[src/rtl/datapath_pkg.sv]
// Shared types and sizes for the SCSI byte-to-longword packer.
// No logic: enum and lane geometry only.
// Not applicable (no datapath in a package).
package datapath_pkg;

    localparam int LANE_W = 8;
    localparam int LANES  = 4;

    // Flush sequencing: fill lanes in RUN, emit partial, wait for drain, pulse done
    typedef enum logic [1:0] {
        RUN      = 2'd0,
        FL_LOAD  = 2'd1,
        FL_DRAIN = 2'd2,
        FL_DONE  = 2'd3
    } state_e;

endpackage

[src/rtl/datapath_24dec.sv]
// 2-to-4 decoder with enable; turns the byte pointer into per-lane write strobes.
// Latency: combinational.
// Backpressure: none; En is already qualified by the byte handshake.
module datapath_24dec (
    input  logic A,
    input  logic B,
    input  logic En,
    output logic D0,
    output logic D1,
    output logic D2,
    output logic D3
);

    assign D0 = En & ~A & ~B;
    assign D1 = En & ~A &  B;
    assign D2 = En &  A & ~B;
    assign D3 = En &  A &  B;

endmodule

[src/rtl/datapath_byte_packer.sv]
// Packs the SCSI byte stream into 32-bit longwords with a one-deep output register.
// Latency: a longword is valid the cycle after its 4th byte (or after the flush load).
// Backpressure: bytes 0..2 always accepted; byte 3 held off until the output register is free.
module datapath_byte_packer
    import datapath_pkg::*;
#(
    parameter logic [7:0] FLUSH_PAD  = 8'h00,
    parameter bit         BIG_ENDIAN = 1'b1
) (
    input  logic        CLK,
    input  logic        nRST,
    input  logic        CLR,
    input  logic [7:0]  BYTE_IN,
    input  logic        BYTE_VALID,
    output logic        BYTE_READY,
    input  logic        FLUSH,
    output logic        FLUSH_DONE,
    output logic [31:0] LW_OUT,
    output logic [3:0]  LW_BE,
    output logic        LW_VALID,
    input  logic        LW_READY,
    output logic [1:0]  BPTR,
    output logic        BPTR_EN,
    output logic        EMPTY
);

    state_e                        state_q, state_d;
    logic [1:0]                    bptr_q, bptr_d;
    logic [LANES-1:0]              mask_q, mask_d;   // indexed by lane number
    logic [LANES-1:0][LANE_W-1:0]  asm_q, asm_d;     // indexed by lane number
    logic [31:0]                   lw_q, lw_d;
    logic [3:0]                    be_q, be_d;
    logic                          vld_q, vld_d;

    logic                          out_free;
    logic                          byte_rdy;
    logic                          accept;
    logic [LANES-1:0]              lane_we;

    // Place lanes into the longword; unfilled lanes get the pad byte.
    function automatic logic [31:0] pack_lw(input logic [LANES-1:0][LANE_W-1:0] lanes,
                                            input logic [LANES-1:0] m);
        logic [31:0] w;
        logic [7:0]  b;
        w = '0;
        for (int n = 0; n < LANES; n++) begin
            b = m[n] ? lanes[n] : FLUSH_PAD;
            if (BIG_ENDIAN) w[31-8*n -: 8] = b;
            else            w[8*n +: 8]    = b;
        end
        return w;
    endfunction

    // Byte enables follow the byte position in LW_OUT, so map lanes the same way as data.
    function automatic logic [3:0] be_map(input logic [LANES-1:0] m);
        return BIG_ENDIAN ? {m[0], m[1], m[2], m[3]} : m;
    endfunction

    assign out_free = !vld_q || LW_READY;
    assign byte_rdy = (state_q == RUN) && ((bptr_q != 2'd3) || out_free);
    assign accept   = BYTE_VALID && byte_rdy;

    datapath_24dec u_dec (
        .A  (bptr_q[1]),
        .B  (bptr_q[0]),
        .En (accept),
        .D0 (lane_we[0]),
        .D1 (lane_we[1]),
        .D2 (lane_we[2]),
        .D3 (lane_we[3])
    );

    // Next-state: lane fill, output register load/drain and the flush sequence
    always_comb begin
        state_d = state_q;
        bptr_d  = bptr_q;
        mask_d  = mask_q;
        asm_d   = asm_q;
        lw_d    = lw_q;
        be_d    = be_q;
        vld_d   = vld_q;

        // Handshake retires the held longword in every state; a same-edge load overrides.
        if (vld_q && LW_READY) vld_d = 1'b0;

        for (int n = 0; n < LANES; n++) begin
            if (lane_we[n]) begin
                asm_d[n]  = BYTE_IN;
                mask_d[n] = 1'b1;
            end
        end
        if (accept) bptr_d = bptr_q + 2'd1;

        case (state_q)
            RUN: begin
                // 4th byte completes the longword; pointer wraps to 0 on its own
                if (accept && (bptr_q == 2'd3)) begin
                    lw_d   = pack_lw(asm_d, 4'b1111);
                    be_d   = 4'b1111;
                    vld_d  = 1'b1;
                    mask_d = '0;
                end
                if (FLUSH) state_d = FL_LOAD;
            end
            FL_LOAD: begin
                if (mask_q == '0) begin
                    state_d = FL_DRAIN;
                end else if (out_free) begin
                    lw_d    = pack_lw(asm_q, mask_q);
                    be_d    = be_map(mask_q);
                    vld_d   = 1'b1;
                    mask_d  = '0;
                    bptr_d  = 2'd0;
                    state_d = FL_DRAIN;
                end
            end
            FL_DRAIN: begin
                if (out_free) state_d = FL_DONE;
            end
            FL_DONE: begin
                state_d = RUN;
            end
            default: state_d = RUN;
        endcase
    end

    // State registers; CLR behaves like reset and aborts any flush in progress
    always_ff @(posedge CLK or negedge nRST) begin
        if (!nRST) begin
            state_q <= RUN;
            bptr_q  <= '0;
            mask_q  <= '0;
            asm_q   <= '0;
            lw_q    <= '0;
            be_q    <= '0;
            vld_q   <= 1'b0;
        end else if (CLR) begin
            state_q <= RUN;
            bptr_q  <= '0;
            mask_q  <= '0;
            asm_q   <= '0;
            lw_q    <= '0;
            be_q    <= '0;
            vld_q   <= 1'b0;
        end else begin
            state_q <= state_d;
            bptr_q  <= bptr_d;
            mask_q  <= mask_d;
            asm_q   <= asm_d;
            lw_q    <= lw_d;
            be_q    <= be_d;
            vld_q   <= vld_d;
        end
    end

    assign BYTE_READY = byte_rdy;
    assign BPTR_EN    = accept;
    assign BPTR       = bptr_q;
    assign LW_OUT     = lw_q;
    assign LW_BE      = be_q;
    assign LW_VALID   = vld_q;
    assign FLUSH_DONE = (state_q == FL_DONE);
    assign EMPTY      = (mask_q == '0) && !vld_q;

endmodule

[config.mk]
export PLATFORM = sky130hd
export DESIGN_NAME = datapath_byte_packer
export DESIGN_NICKNAME = d
export VERILOG_FILES = /design/src/rtl/datapath_pkg.sv /design/src/rtl/datapath_24dec.sv /design/src/rtl/datapath_byte_packer.sv
export SDC_FILE = /design/constraint.sdc
export NUM_CORES = 1
export LEC_CHECK = 0
export BUFFER_PORTS_ARGS = -buffer_cell sky130_fd_sc_hd__buf_2
export CAP_MARGIN = 20
export CORE_MARGIN = 4
export CORE_UTILIZATION = 35
export CTS_CLUSTER_SIZE = 40
export DETAILED_ROUTE_END_ITERATION = 10
export GPL_ROUTABILITY_DRIVEN = 0
export GPL_TIMING_DRIVEN = 1
export HOLD_SLACK_MARGIN = 0.1
export REMOVE_ABC_BUFFERS = 1
export SLEW_MARGIN = 20
export SYNTH_ARGS = -nofsm -noshare
export SYNTH_HDL_FRONTEND = slang
export SYNTH_HIERARCHICAL = 1
export SYNTH_SLANG_ARGS = --single-unit
[constraint.sdc]
create_clock -name CLK -period 3.22 [get_ports CLK]
set_input_delay 0.644 -clock CLK [delete_from_list [all_inputs] [get_ports CLK]]
set_output_delay 0.644 -clock CLK [all_outputs]
set_load 0.005 [all_outputs]
==> flow_summary_export.csv <==
group,metric,value,unit
placement,placedCellCount,493,
synthesis,synth_top_family_by_area,"multiplexers",
clock_network,cts.sinks,77,
routing,drc,0,
timing,fin_crit,2.675,ns
worst_setup_path,r2r_end,"LW_OUT[21]",
timing,fin_tns_setup,0,ns
timing,whs,0.4460,ns
routing,drt_iter0_drc,137,
worst_setup_path,slowest_delay,0.59,ns
timing,tightest_slew,0.9710,ns
synthesis,avgSynthCellArea,11.73,um^2
timing,rsz0062_at_grt,"no",
power,p_int,1.925,mW
global_route,antenna_found_initial,0,
clock_network,cts_made_buffers,9,
worst_setup_path,critPathKind,"reg -> reg",
clock_network,path_clk_slew,0.08,ns
timing,fin_crit_sh,83.06,%
worst_setup_path,start_kind,"register",
synthesis,yosys_warnings,6,
synthesis,synth.distinct_cells,34,
power,p_per_area,685.2,mW/mm^2
synthesis,yosysTopAreaCell,"dfrtp_1",
synthesis,syn_area,0.003766,mm^2
synthesis,async_flop_share,100.0,%
power,p_seq_share,41.1,%
clock_network,post_cts_resize_count,0,
worst_setup_path,cp_num_buf_inv,1,
timing,setup_viol_count_final,0,
clock_network,clock_latency,0.34,ns
worst_setup_path,endpoint,"LW_OUT[21]",
synthesis,synth.top_cell.area_share,51.16,%
run_status,outcome,"finished clean",
synthesis,synth_edf_count,0,
worst_setup_path,crit_path_end_kind,"register",
layout,final_cell_mix,"dfrtp_1, buf_2, nor2_1, nand2_1, mux2i_1",
die,coreArea,0.01042,mm^2
worst_setup_path,cp_num_cells,8,
synthesis,yosys.area_share.adder,1.661,%
clock_network,cts_buffer_depth,2,
timing,finClkSkew,0.007566,ns
worst_setup_path,path_cells,"inv_1 -> ha_1 -> nand2_1 -> a21oi_1 -> and3b_1 -> mux2i_1 -> o31ai_1 -> mux2_4",
power,switching_power,1.027,mW
worst_setup_path,worst_path_dominant_cell_family,"simple AND/OR/NAND/NOR gates",
synthesis,synth-xor-area-share,0.2326,%
synthesis,muxShareOfSynthArea,21.20,%
placement,placed_area,0.004128,mm^2
placement,io_buffers,56,
routing,routed_via_density,4.943,
layout,nFillCells,1008,
timing,fmax,373.9,MHz
routing,wl,8238,um
power,comb_power_share,35.5,%
layout,layout-drive-gt1-share,29.84,%
global_route,grt_max_degree,78,
synthesis,synth_seq_area_share,51.16,%
routing,ant_nets,0,
synthesis,synth_area_leaders,"dfrtp_1, mux2_4, mux2i_1, o31ai_1, nor2_1",
placement,dpl.hpwl,5438,um
clock_network,post_cts_buffers,0,
synthesis,syn_inst,321,
global_route,grt_pass1_wl,13770,um
layout,fin_area,0.004308,mm^2
layout,diodes,0,
worst_setup_path,cpMaxStageDelayCell,"and3b_1",
worst_setup_path,ff2ff_setup_slack,0.55,ns
worst_setup_path,cp_max_fo,9,
power,leakagePower,2.078,nW
worst_setup_path,reg2reg_from,"state_q[0]",
worst_setup_path,reg2reg_depth,8,
routing,vias,2511,
die,ioPinCount,57,
die,placementRows,37,
clock_network,cts_tree,"done",
routing,wl_per_cell,16.22,um
synthesis,synth_compound_area_share,10.17,%
die,dieArea,0.01248,mm^2
worst_setup_path,cp-startpoint,"state_q[0]",
timing,drv_slew,0,
clock_network,cts_hold_buf,0,
global_route,grt_usage,13.82,%
global_route,overflow,0,
worst_setup_path,required,3.44,ns
routing,firstDrtPassIters,4,
power,p_clk_share,23.4,%
die,dieHeight,111.7,um
clock_network,htree_levels,3,
run,cap_violations,0,
worst_setup_path,worst_ep_arrival_time,2.90,ns
global_route,grt_pass1_vias,2647,
synthesis,yosys_register_bits,77,
layout,area_delta_synth_final,14.39,%
power,switching_share,34.79,%
layout,nets,387,
synthesis,synth-simple-area-share,11.73,%
clock_network,cts-root-buf,"clkbuf_8",
worst_hold_path,hold_path.class,"in -> async",
die,die_w,111.7,um
power,ir_worst_vdd,0.3953,mV
timing,hold_viol,0,
timing,maxSlewHeadroom,35.27,%
layout,fin_cells,508,
die,start_util,36.16,%
synthesis,synth-main-ff-cell,"dfrtp_1",
layout,final_common_cell,"dfrtp_1",
==> cell families after synthesis <==
| group | count (synthesis) |
|---|---|
| xor gates and xnor gates | 1 |
| buffers and inverters | 27 |
| and+or+nand+nor | 95 |
| AOI/OAI and AO/OA | 50 |
| DFF | 77 |
| adders and majority gates | 5 |
| muxes | 66 |
==> stage by stage <==
step | util (%) | power [mW] | setup WS, ns
floorplan | - | 1.924 | 0.2586
global placement | 39.63 | 2.269 | 0.6185
detailed placement | 39.63 | 2.293 | 0.5844
CTS | 41.36 | 2.998 | 0.5577
global route | 41.36 | 3.151 | 0.3357
finish | 41.36 | 2.952 | 0.5454
==> power by group through the flow <==
stage                     Combinational [mW]  Sequential (mW)  Clock (mW)
after floorplan                        0.706             1.22           0
after global placement                  1.04             1.22           0
after detailed placement                1.06             1.23           0
after CTS                               1.06             1.21       0.721
after global routing                    1.15             1.24       0.762
final                                   1.05             1.21       0.692
==> flip-flops by register name, indices dropped and copies added (netlist names) <==
signal / flops
LW_OUT: 32
LW_VALID: 1
asm_q: 32
BPTR: 2
LW_BE: 4
state_q: 2
mask_q: 4
==> area by class of cell <==
type	instances	area, um^2	share of cell area [%]
clock buffers	10	127.6	2.963
clock inverters	5	52.55	1.220
inverters	3	11.26	0.2614
multi-input cells	217	1694	39.33
flip-flops and latches	77	1927	44.73
well taps	136	170.2	3.950
repair buffers	60	325.3	7.552
==> worst min-delay path by stage <==
stage	end
detailed placement	LW_OUT[4]
finish	LW_OUT[25]
CTS	LW_OUT[25]
floorplan	BPTR[0]
global route	LW_OUT[28]
global placement	LW_OUT[3]
==> metal layers <==
metal  track usage [%]  wire length (um)  vias up
li1                  -                 -     1218
met1             18.53              3997     1246
met2             21.82              3846       42
met3             4.891               332        5
met4             2.676                62        0
met5                 0                 0        -
==> cells in the mapped netlist (all sizes together), types with 2 or more instances <==
master and count:
dfrtp 77, nor2 39, mux2i 34, nand2 34
mux2 32, o31ai 32, clkbuf 14, buf 10
a21oi 7, and3b 6, nor3 6, ha 5
o21a 4, inv 3, a21boi 2, nand2b 2
nor2b 2
Note: power is estimated with default switching activity, not from simulation.
